## config.mk

```make
export PLATFORM = sky130hd
export DESIGN_NAME = tff_mod_counter
export DESIGN_NICKNAME = d
export VERILOG_FILES = /design/src/rtl/counter_pkg.sv /design/src/rtl/t_ff_cell.sv /design/src/rtl/tff_mod_counter.sv
export SDC_FILE = /design/constraint.sdc
export NUM_CORES = 1
export LEC_CHECK = 0
export BUFFER_PORTS_ARGS = -buffer_cell sky130_fd_sc_hd__buf_4
export CORE_AREA = 2 2 39 41
export CTS_BUF_LIST = sky130_fd_sc_hd__clkbuf_4 sky130_fd_sc_hd__clkbuf_8
export DETAILED_ROUTE_END_ITERATION = 10
export DIE_AREA = 0 0 41 43
export GPL_TIMING_DRIVEN = 0
export HOLD_SLACK_MARGIN = 0.15
export PLACE_DENSITY = 0.7
export SYNTH_ARGS = -nofsm -noshare
export SYNTH_HDL_FRONTEND = slang
export SYNTH_SLANG_ARGS = --single-unit
```

## constraint.sdc

```tcl
create_clock -name clk -period 1.62 [get_ports clk]
set_input_delay 0.162 -clock clk [delete_from_list [all_inputs] [get_ports clk]]
set_output_delay 0.162 -clock clk [all_outputs]
set_load 0.01 [all_outputs]
```

## src/rtl/counter_pkg.sv

```systemverilog
// rtl/counter_pkg.sv - shared constants and helpers for the counters library
//
// Purpose : direction encodings used by every up/down counter, plus a
//           ceil(log2) helper so a caller can size WIDTH from a MODULUS.
// Contents: DIR_UP / DIR_DN  - values driven onto up_dn
//           clog2(value)     - bits needed to hold 0..value-1 (minimum 1)

package counter_pkg;

   localparam logic DIR_UP = 1'b1;
   localparam logic DIR_DN = 1'b0;

   // Returns the number of bits needed to represent 0..value-1.
   // A counter always has at least one bit, so small inputs return 1.
   function automatic int clog2(input int value);
      int result;
      result = 0;
      for (int i = 0; i < 31; i++) begin
         if ((value - 1) >> i != 0) begin
            result = i + 1;
         end
      end
      if (result < 1) begin
         result = 1;
      end
      return result;
   endfunction

endpackage : counter_pkg

```

## src/rtl/t_ff_cell.sv

```systemverilog
// rtl/t_ff_cell.sv - one-bit toggle flip-flop cell
//
// Purpose : storage element of the toggle-cell counters. The cell flips its
//           state on every rising edge where t is high.
// Ports   : clk            in  rising-edge clock
//           reset_negative in  asynchronous reset, active-low, clears q
//           t              in  toggle request
//           q              out current cell state

module t_ff_cell (
   input  logic clk,
   input  logic reset_negative,
   input  logic t,
   output logic q
);

   logic q_q;

   always_ff @(posedge clk or negedge reset_negative) begin
      if (!reset_negative) begin
         q_q <= 1'b0;
      end else begin
         q_q <= q_q ^ t;
      end
   end

   assign q = q_q;

endmodule : t_ff_cell

```

## src/rtl/tff_mod_counter.sv

```systemverilog
// rtl/tff_mod_counter.sv - modulo-N up/down counter built from toggle cells
//
// Purpose : general-purpose counter for timers, dividers and address
//           generators. Counts 0..MODULUS-1 in either direction with
//           synchronous clear, clamped parallel load and count enable.
//           Stages cascade by feeding tc of one stage into en of the next.
// Params  : WIDTH   - counter width in bits (>= 1)
//           MODULUS - count range 0..MODULUS-1, 2 <= MODULUS <= 2**WIDTH
// Ports   : clk            in  rising-edge clock
//           reset_negative in  asynchronous reset, active-low
//           sync_clr       in  synchronous clear, highest synchronous priority
//           load           in  synchronous load of load_val (clamped)
//           load_val       in  value to load
//           en             in  count enable
//           up_dn          in  1 = count up, 0 = count down
//           count          out current count, registered
//           tc             out terminal count, combinational
//           wrap           out registered one-cycle pulse with a wrapped count

module tff_mod_counter
   import counter_pkg::*;
#(
   parameter int WIDTH   = 4,
   parameter int MODULUS = 2 ** WIDTH
) (
   input  logic             clk,
   input  logic             reset_negative,
   input  logic             sync_clr,
   input  logic             load,
   input  logic [WIDTH-1:0] load_val,
   input  logic             en,
   input  logic             up_dn,
   output logic [WIDTH-1:0] count,
   output logic             tc,
   output logic             wrap
);

   localparam logic [WIDTH-1:0] MAX_C  = WIDTH'(MODULUS - 1);
   localparam logic [WIDTH-1:0] ZERO_C = '0;
   localparam logic [WIDTH-1:0] ONE_C  = WIDTH'(1);

   logic [WIDTH-1:0] count_q;
   logic [WIDTH-1:0] count_d;
   logic [WIDTH-1:0] toggle;
   logic             wrap_q;
   logic             wrap_d;
   logic             count_oor;
   logic             load_oor;
   logic             at_top;
   logic             at_bottom;

   // Range checks only exist when the modulus leaves unused binary codes;
   // with a full binary range every code is legal and nothing can be clamped.
   generate
      if (MODULUS < (2 ** WIDTH)) begin : g_partial_range
         assign count_oor = (count_q > MAX_C);
         assign load_oor  = (load_val > MAX_C);
      end else begin : g_full_range
         assign count_oor = 1'b0;
         assign load_oor  = 1'b0;
      end
   endgenerate

   // An illegal count is treated as a wrap point in both directions, so it
   // falls back into range on the next enabled step.
   assign at_top    = (count_q == MAX_C) || count_oor;
   assign at_bottom = (count_q == ZERO_C) || count_oor;

   // Next-state selection in priority order: clear, load, count, hold.
   always_comb begin
      count_d = count_q;
      wrap_d  = 1'b0;
      if (sync_clr) begin
         count_d = ZERO_C;
      end else if (load) begin
         count_d = load_oor ? MAX_C : load_val;
      end else if (en) begin
         if (up_dn == DIR_UP) begin
            if (at_top) begin
               count_d = ZERO_C;
               wrap_d  = 1'b1;
            end else begin
               count_d = count_q + ONE_C;
            end
         end else begin
            if (at_bottom) begin
               count_d = MAX_C;
               wrap_d  = 1'b1;
            end else begin
               count_d = count_q - ONE_C;
            end
         end
      end
   end

   // Each cell toggles exactly the bits that differ between now and next.
   assign toggle = count_q ^ count_d;

   generate
      for (genvar i = 0; i < WIDTH; i++) begin : g_cell
         t_ff_cell u_cell (
            .clk            (clk),
            .reset_negative (reset_negative),
            .t              (toggle[i]),
            .q              (count_q[i])
         );
      end
   endgenerate

   always_ff @(posedge clk or negedge reset_negative) begin
      if (!reset_negative) begin
         wrap_q <= 1'b0;
      end else begin
         wrap_q <= wrap_d;
      end
   end

   // Combinational so that a following stage sees it as its enable in the
   // same cycle; suppressed whenever clear or load overrides counting.
   assign tc = en & ~sync_clr & ~load &
               (((up_dn == DIR_UP) & (count_q == MAX_C)) |
                ((up_dn == DIR_DN) & (count_q == ZERO_C)));

   assign count = count_q;
   assign wrap  = wrap_q;

endmodule : tff_mod_counter

```

# Yosys cells after proc, flatten, opt, wreduce, memory -nomap -nowiden
# Cells that the tools add are included.
dict set report word_totals {
  register_bits 5
  out_inout_bits 6
}
dict set report classes {
  n_eq_ne 1
  addsub 2
  reduce_logical 1
  muxes 12
  bitwise_logic 14
}
# cell n
set ops {}
lappend ops {{2-to-1 mux 4 bit} 6}
lappend ops {{2-to-1 mux 1 bit} 6}
lappend ops {{AND 1 bit} 5}
lappend ops {{adder 4 x 1 -> 4 bit (second input constant)} 1}
lappend ops {{== test 4 bit (second input constant)} 1}
lappend ops {{logical NOT 4 bit} 1}
lappend ops {{subtractor 4 x 1 -> 4 bit (second input constant)} 1}
lappend ops {{XOR 1 bit} 4}
lappend ops {{XOR 4 bit} 1}
lappend ops {{NOT 1 bit} 3}
lappend ops {{bitwise OR 1 bit} 1}

# Depth between registers and ports, before layout
# Gate-level depths: netlist (run 1).
dict set report depth {
  ltp_word 8
  ltp_mapped 6
  mapped_depth_nobuf 6
}

# Modules after synthesis
# From an unflattened synthesis (run 1), not the netlist that was laid out.
dict set report hier_totals {
  cells_unflattened 55
  area_unflattened_um2 456.7
}
# mod cells_per_inst n_inst area_per_inst_um2
set by_module_without_submodules {}
lappend by_module_without_submodules {tff_mod_counter 47 1 321.6}
lappend by_module_without_submodules {t_ff_cell 2 4 33.8}

# Worst setup path before layout (run 1)
# OpenSTA, ideal clock, no wires.
dict set report synth_timing {
  path_type {reg2reg}
  from {register g_cell[0].u_cell.q_q}
  to {register g_cell[3].u_cell.q_q}
  setup_slack_ns 0.060
  stages_incl_launch_ff 6
  t_arrival_ns 1.449
  path_buffers 0
  path_cell_list {dfrtp_1 > ha_1 > a21bo_2 > a211oi_2 > nor3_1 > a2111oi_2}
}
dict set report synth_between {
  elab_chain_len 8
  word_cells_on_any_way 12
  classes_between {add/sub: 2; eq/ne: 1; mux: 6; bitwise: 2; reduce/logical: 1}
}
# element line
set synth_lines {}
lappend synth_lines {{start, declared} t_ff_cell.sv:17} ;# logic q_q;
lappend synth_lines {{start signal, assigned} t_ff_cell.sv:23} ;# q_q <= q_q ^ t;
lappend synth_lines {{subtractor 4 x 1 -> 4 bit, or another cell as far along} tff_mod_counter.sv:90} ;# count_d = count_q - ONE_C;
lappend synth_lines {{2-to-1 mux 4 bit, on equally long branches} {tff_mod_counter.sv:86, tff_mod_counter.sv:79}}
lappend synth_lines {{2-to-1 mux 4 bit (*)} tff_mod_counter.sv:78} ;# if (up_dn == DIR_UP) begin
lappend synth_lines {{2-to-1 mux 4 bit (*)} tff_mod_counter.sv:77} ;# end else if (en) begin
lappend synth_lines {{2-to-1 mux 4 bit (*)} tff_mod_counter.sv:75} ;# end else if (load) begin
lappend synth_lines {{2-to-1 mux 4 bit (*)} tff_mod_counter.sv:73} ;# if (sync_clr) begin
lappend synth_lines {{XOR 4 bit (*)} tff_mod_counter.sv:97} ;# assign toggle = count_q ^ count_d;
lappend synth_lines {{XOR 1 bit (*)} t_ff_cell.sv:23}
lappend synth_lines {{end signal, assigned} t_ff_cell.sv:23}
lappend synth_lines {{end, declared} t_ff_cell.sv:17}
# Mark *: on every way between the ends. The rest lies on a longest branch, timed or not.

# Worst setup path after layout (run 1)
dict set report layout_timing {
  from {register g_cell[1].u_cell.q_q}
  to {output port tc}
}
dict set report layout_between {
  elab_chain_len 4
  word_cells_on_any_way 6
  classes_between {eq/ne: 1; bitwise: 4; reduce/logical: 1}
}
# element line
set layout_lines {}
lappend layout_lines {{start, declared} t_ff_cell.sv:17}
lappend layout_lines {{start signal, assigned} t_ff_cell.sv:23}
lappend layout_lines {{== test 4 bit / logical NOT 4 bit (equally long branches)} {tff_mod_counter.sv:121, tff_mod_counter.sv:122}}
lappend layout_lines {{AND 1 bit, on equally long branches} {tff_mod_counter.sv:121, tff_mod_counter.sv:122}}
lappend layout_lines {{bitwise OR 1 bit (*)} tff_mod_counter.sv:121} ;# (((up_dn == DIR_UP) & (count_q == MAX_C)) |
lappend layout_lines {{AND 1 bit (*)} tff_mod_counter.sv:120} ;# assign tc = en & ~sync_clr & ~load &
lappend layout_lines {{end, declared} tff_mod_counter.sv:34} ;# output logic tc,
# Marked as above.

==> qor.yml, run 1 <==
outcome:
  status: "complete, but fails checks"
  violations: "negative setup slack"
routing:
  ant_nets: 0
  routed_wirelength_mm: 1.32
  drt_iter0_drc: 6
  dr.max_layer_used: "met4"
  drc: 0
  firstDrtPassIters: 4
  wl_per_cell_um: 13.9
  wl_met3_um: 83
  m1WireLength_um: 519
  route.met2.wl_um: 659
  vias: 488
  routed_via_density: 5.14
place:
  dpl.hpwl_um: 689
  dp.cells: 83
  dp_slack_ns: -0.0480
  port_buffers: 14
  gp_congestion: 0.738
power:
  clkPwrFrac_pct: 34.4
  p_per_area_nw_per_um2: 679
  p_leak_nw: 0.337
  power.share.sequential_pct: 29.6
  peakVddDrop_v: 0.000379
  internal_power_mw: 0.348
  p_switching_mw: 0.150
  pwr-share-comb_pct: 36.1
  switching_share_pct: 30.1
  p_total_mw: 0.498
clocking:
  clkTransAtPathRegs_ns: 0.04
  cts_root_buf: "clkbuf_4"
  htreeDepth: 1
  clockBufferDepth: 2
  cts_tree: "built"
  clk_latency_ns: 0.26
  numCtsBuffers: 3
  cts.sinks: 5
timing:
  tns_ns: -0.115
  maxSlewHeadroom_pct: 74.5
  rsz0062_at_grt: "true"
  drv_slew: 0
  min_period_over_period_pct: 107
  fmax_ghz: 0.576
  period_needed_ns: 1.73
  clock_skew_ns: 0.00769
  setup_slack_ns: -0.115
  finalSetupViolCount: 1
  hold_viol: 0
  tightest_slew_ns: 0.377
die:
  num_rows: 14
  die_h_um: 43
  io_pins: 16
  die_area_um2: 1760
  die_w_um: 41
  coreArea_um2: 1380
  start_util_pct: 33.4
synth:
  synth_edf_count: 0
  async_flop_share_pct: 100
  synth_nets: 65
  synth_area_um2: 462
  ys_seq_area_share_pct: 27.1
  yosysWarnings: 0
  synth.distinct_cells: 28
  netlist_instances: 53
  ys_seq_elements: 5
  ys.flop_type: "dfrtp_1"
  postSynthAreaPerCell_um2: 8.71
hold_path:
  hold_start: "load_val[0]"
  hold_class: "input pin to register"
  hold_end: "g_cell[0].u_cell.q"
  holdPathStages: 3
layout:
  antennaDiodeCount: 0
  drive_gt1_share_pct: 58.2
  regArea_um2: 128
  mostFrequentLayoutCell: "buf_4"
  fin_util_pct: 53.0
  instances_no_fill: 95
  layout_common_cells: "buf_4 (23), clkbuf_4 (4)"
  multi_input_area_um2: 317
  area_growth_syn_to_layout_pct: 58.8
  num-fill-cells: 129
  finalNetCount: 92
worst_setup_path:
  crit_arrival_ns: 1.57
  critPathMaxFanout: 5
  crit_path_end_kind: "output pin"
  r2r_cells: 5
  reg2reg_from: "g_cell[1].u_cell.q"
  cp-start-kind: "register"
  rrSetupSlack_ns: 0.06
  critical_path_class: "register to output pin"
  r2r_end: "g_cell[3].u_cell.q"
  worstPathRequired_ns: 1.46
global_route:
  grt_pass1_wl_mm: 1.96
  grt.total_usage_pct: 16.6
  grt_pass1_vias: 421
  grt_start_max_net_pins: 11
  antenna_found_initial: 0
  grt.overflow.total: 0
run:
  cap_violations: 0
sequential cells by signal (all words and copies together), names as in the netlist:
register,count
g_cell.u_cell.q,4
wrap,1
cells by family (layout without fill, tap and decap cells):
group,count (synthesis),after routing,synth area share (%)
AO/OA/AOI/OAI,15,15,24.9
AND/OR/NAND/NOR,16,16,19.8
adder cells (fa/ha/maj),2,2,5.42
buffers and inverters,11,37,14.4
XOR/XNOR,2,2,3.79
multiplexers,2,2,4.61
flip-flops,5,5,27.1
metal layers:
| layer | GRT usage, % | up-vias |
|---|---|---|
| met4 | 4.00 | 0 |
| met2 | 26.9 | 25 |
| met1 | 20.8 | 220 |
| met5 | 0 | - |
| li1 | - | 237 |
| met3 | 4.71 | 6 |
Yosys cell counts, drive strengths merged (2+ instances only):
cell / n / area, um2
o21ai: 3 / 15.0
a21oi: 4 / 20.0
nor2: 2 / 7.51
xnor2: 2 / 17.5
nand2: 3 / 11.3
ha: 2 / 25.0
nor3: 3 / 15.0
nor4b: 2 / 17.5
dfrtp: 5 / 125
a211oi: 2 / 20.0
buf: 7 / 51.3
nor2b: 2 / 12.5
inv: 4 / 15.0
power groups by stage:
stage	sequential (mW)	combinational, mW	clock, mW
after CTS	0.147	0.166	0.169
after global placement	0.149	0.133	0
after global routing	0.148	0.196	0.188
after detailed placement	0.149	0.135	0
after floorplan	0.146	0.0897	0
final	0.147	0.179	0.171
worst max path at each step:
stage | start | endpoint | cells past startpoint
after CTS | g_cell[1].u_cell.q | tc | 6
final | g_cell[1].u_cell.q | tc | 6
after global placement | g_cell[0].u_cell.q | g_cell[0].u_cell.q | 6
after global routing | g_cell[1].u_cell.q | tc | 6
after floorplan | g_cell[0].u_cell.q | g_cell[3].u_cell.q | 5
after detailed placement | g_cell[0].u_cell.q | g_cell[0].u_cell.q | 6
critical path, cell delays in order, from the launching register on:
cell	delay, ns
dfrtp_2	0.44
inv_2	0.08
ha_4	0.13
nor4b_4	0.23
a21oi_4	0.06
nor3_2	0.21
buf_4	0.17
cell type report:
type / instances / share of cell area (%)
inverters: 4 / 2.05
repair buffers: 22 / 23.5
flip-flops and latches: 5 / 17.4
clock buffers: 4 / 4.10
multi-input cells: 37 / 43.2
plain buffers: 7 / 7.00
well taps: 16 / 2.73
timing repair:
item / CTS / global route
hold buffers: 3 / 0
setup endpoints to repair: 3 / 3
gates resized for setup: 10 / 2
pin swaps: 2 / 2
hold endpoints to repair: 9 / 0
buffers inserted: 3 / 2
through the flow:
stage               instance area, um2  hold WS, ns
global route                       733        0.169
floorplan                          462       -0.134
global placement                   587      -0.0337
CTS                                706        0.157
detailed placement                 587      -0.0330
finish                             733        0.154
Note: power is estimated with default switching activity, not from simulation.
==> run 2: changes to the inputs <==
Settings changed: BUFFER_PORTS_ARGS -buffer_cell sky130_fd_sc_hd__buf_4 to unset, DONT_BUFFER_PORTS set to 1, PLACE_DENSITY 0.7 to 0.59.
==> run 2 against run 1 <==
Effect of this change: combinational power shrank 18%; total power shrank 8.3%; global-route usage shrank 1.5 points; core utilization shrank 5.8 points; die area is the same; register-to-register slack is essentially flat; final cell count shrank 12%; critical path type unchanged; largest power group is now the clock network; the run now ends clean; sequential share of layout area grew 2.1 points; sequential power is essentially flat.
==> qor.yml, run 2 (synthesized netlist as in run 1, its figures left out) <==
routing:
  routed_via_density: 5.31  # +3.4%
  routed_wirelength_mm: 1.08  # -19%
  ant_nets: 0  # unchanged
  drt_iter0_drc: 3  # -3
  vias: 446  # -8.6%
  firstDrtPassIters: 4  # unchanged
  drc: 0  # unchanged
  wl_per_cell_um: 12.8  # -8.0%
place:
  port_buffers: 0  # -14
  dp.cells: 69  # -17%
  gp_congestion: 0.734  # -0.61%
  dpl.hpwl_um: 722  # +4.7%
timing:
  hold_viol: 0  # unchanged
  maxSlewHeadroom_pct: 78.3  # +3.9 points
  period_needed_ns: 1.58  # -0.152 ns
  drv_slew: 0  # unchanged
  rsz0062_at_grt: "true"
  holdWs_ns: 0.175  # +0.0208 ns
  tightest_slew_ns: 0.320  # -0.0570 ns
  clock_skew_ns: 0.00969  # +0.00200 ns
  fmax_ghz: 0.632  # +9.6%
  min_period_over_period_pct: 97.7  # -9.4 points
  finalSetupViolCount: 0  # -1
global_route:
  grt.total_usage_pct: 15.1  # -1.5 points
  grt.overflow.total: 0  # unchanged
  grt_pass1_wl_mm: 1.77  # -9.5%
  antenna_found_initial: 0  # unchanged
  grt_pass1_vias: 421  # unchanged
  grt_start_max_net_pins: 11  # unchanged
hold_path:
  holdPathStages: 3  # unchanged
  hold_class: "input pin to register"
  hold_start: "load_val[1]"
  hold_end: "g_cell[1].u_cell.q"
power:
  p_leak_nw: 0.278  # -18%
  power.share.sequential_pct: 32.5  # +2.9 points
  clkPwrFrac_pct: 35.2  # +0.8 points
  pwr-share-comb_pct: 32.3  # -3.8 points
  internal_power_mw: 0.328  # -5.7%
  peakVddDrop_v: 0.000480  # +26%
  p_switching_mw: 0.128  # -14%
  p_total_mw: 0.457  # -8.3%
  switching_share_pct: 28.1  # -2.0 points
  p_per_area_nw_per_um2: 699  # +3.0%
layout:
  area_growth_syn_to_layout_pct: 41.5
  largest_reg_flops: 4  # unchanged
  num-fill-cells: 134  # +3.9%
  antennaDiodeCount: 0  # unchanged
  drive_gt1_share_pct: 45.6  # -13 points
  mostFrequentLayoutCell: "buf_4"
  instances_no_fill: 84  # -12%
  layout_common_cells: "buf_4 (8), dlygate4sd3_1 (7), clkbuf_4 (4)"
  finalNetCount: 81  # -12%
clocking:
  htreeDepth: 1  # unchanged
  clockBufferDepth: 2  # unchanged
  clkTransAtPathRegs_ns: 0.04  # about the same
  cts_root_buf: "clkbuf_4"
  numCtsBuffers: 3  # unchanged
  cts_tree: "built"
  clk_latency_ns: 0.24  # -0.02 ns
  cts.sinks: 5  # unchanged
outcome:
  status: "complete, no violations"
worst_setup_path:
  r2r_cells: 6  # +1
  cp-start-kind: "register"
  critPathMaxFanout: 5  # unchanged
  r2r_end: "g_cell[0].u_cell.q"
  crit_path_end_kind: "output pin"
  worstPathRequired_ns: 1.46  # about the same
  reg2reg_from: "g_cell[1].u_cell.q"
  rrSetupSlack_ns: 0.07  # about the same
  critical_path_class: "register to output pin"
  crit_arrival_ns: 1.42  # -0.15 ns
die:
  start_util_pct: 33.4  # unchanged
  num_rows: 14  # unchanged
  coreArea_um2: 1380  # unchanged
  die_area_um2: 1760  # unchanged
  io_pins: 16  # unchanged
  die_w_um: 41  # unchanged
  die_h_um: 43  # unchanged
run:
  cap_violations: 0  # unchanged
[run 2: what timing repair did]
| item | CTS | global route |
|---|---|---|
| endpoints found under the hold margin | 10 | 0 |
| hold buffers | 7 | 0 |
| setup endpoints to repair | 3 | 3 |
| resized for setup | 11 | 1 |
| pin swaps | 2 | 2 |
| buffers inserted | 4 | 0 |
[run 2: worst max path at each step]
| stage | endpoint | slack [ns] | start | cells past startpoint |
|---|---|---|---|---|
| floorplan | g_cell[3].u_cell.q | 0.06 | g_cell[0].u_cell.q | 5 |
| global placement | g_cell[3].u_cell.q | -0.06 | g_cell[0].u_cell.q | 5 |
| detailed placement | g_cell[3].u_cell.q | -0.08 | g_cell[0].u_cell.q | 5 |
| CTS | tc | 0.01 | g_cell[1].u_cell.q | 5 |
| global route | tc | -0.05 | g_cell[0].u_cell.q | 5 |
| finish | tc | 0.04 | g_cell[1].u_cell.q | 5 |
[run 2: worst max-delay path, stage by stage, from the launching register on]
cell and delay (ns):
dfrtp_2 0.44, inv_2 0.08, ha_4 0.15, nor4b_4 0.20, a21oi_2 0.07, nor3_2 0.25
[run 2: power by group through the flow]
stage	combinational, mW	sequential (mW)	clock (mW)
2_1_floorplan	0.0897	0.146	0
3_3_place_gp	0.101	0.150	0
4_1_cts	0.147	0.148	0.167
5_1_grt	0.164	0.149	0.181
6_report	0.147	0.148	0.161
3_5_place_dp	0.100	0.150	0
[run 2: layout make-up]
| cell class | count | area (um2) | share of cell area, % |
|---|---|---|---|
| tap | 16 | 20.0 | 3.07 |
| buffer | 7 | 51.3 | 7.85 |
| sequential | 5 | 128 | 19.5 |
| inverter | 4 | 15.0 | 2.30 |
| clock buffer | 4 | 30.0 | 4.60 |
| timing repair buffer | 11 | 100 | 15.3 |
| multi-input combinational | 37 | 309 | 47.3 |
[run 2: per-stage QoR]
stage	area, um2	utilization, %	worst slack (ns)	setup TNS [ns]
2_1_floorplan	462	-	0.0596	0
3_3_place_gp	482	34.8	-0.0644	-0.145
3_5_place_dp	482	34.8	-0.0783	-0.156
4_1_cts	653	47.2	0.0107	0
5_1_grt	653	47.2	-0.0520	-0.0520
6_report	653	47.2	0.0373	0
[run 2: routing by layer]
metal	track usage [%]	routed length [um]	vias up
met5	0	0	-
met4	2.00	0	0
li1	-	-	217
met3	7.85	75	0
met1	19.9	477	215
met2	22.2	523	14
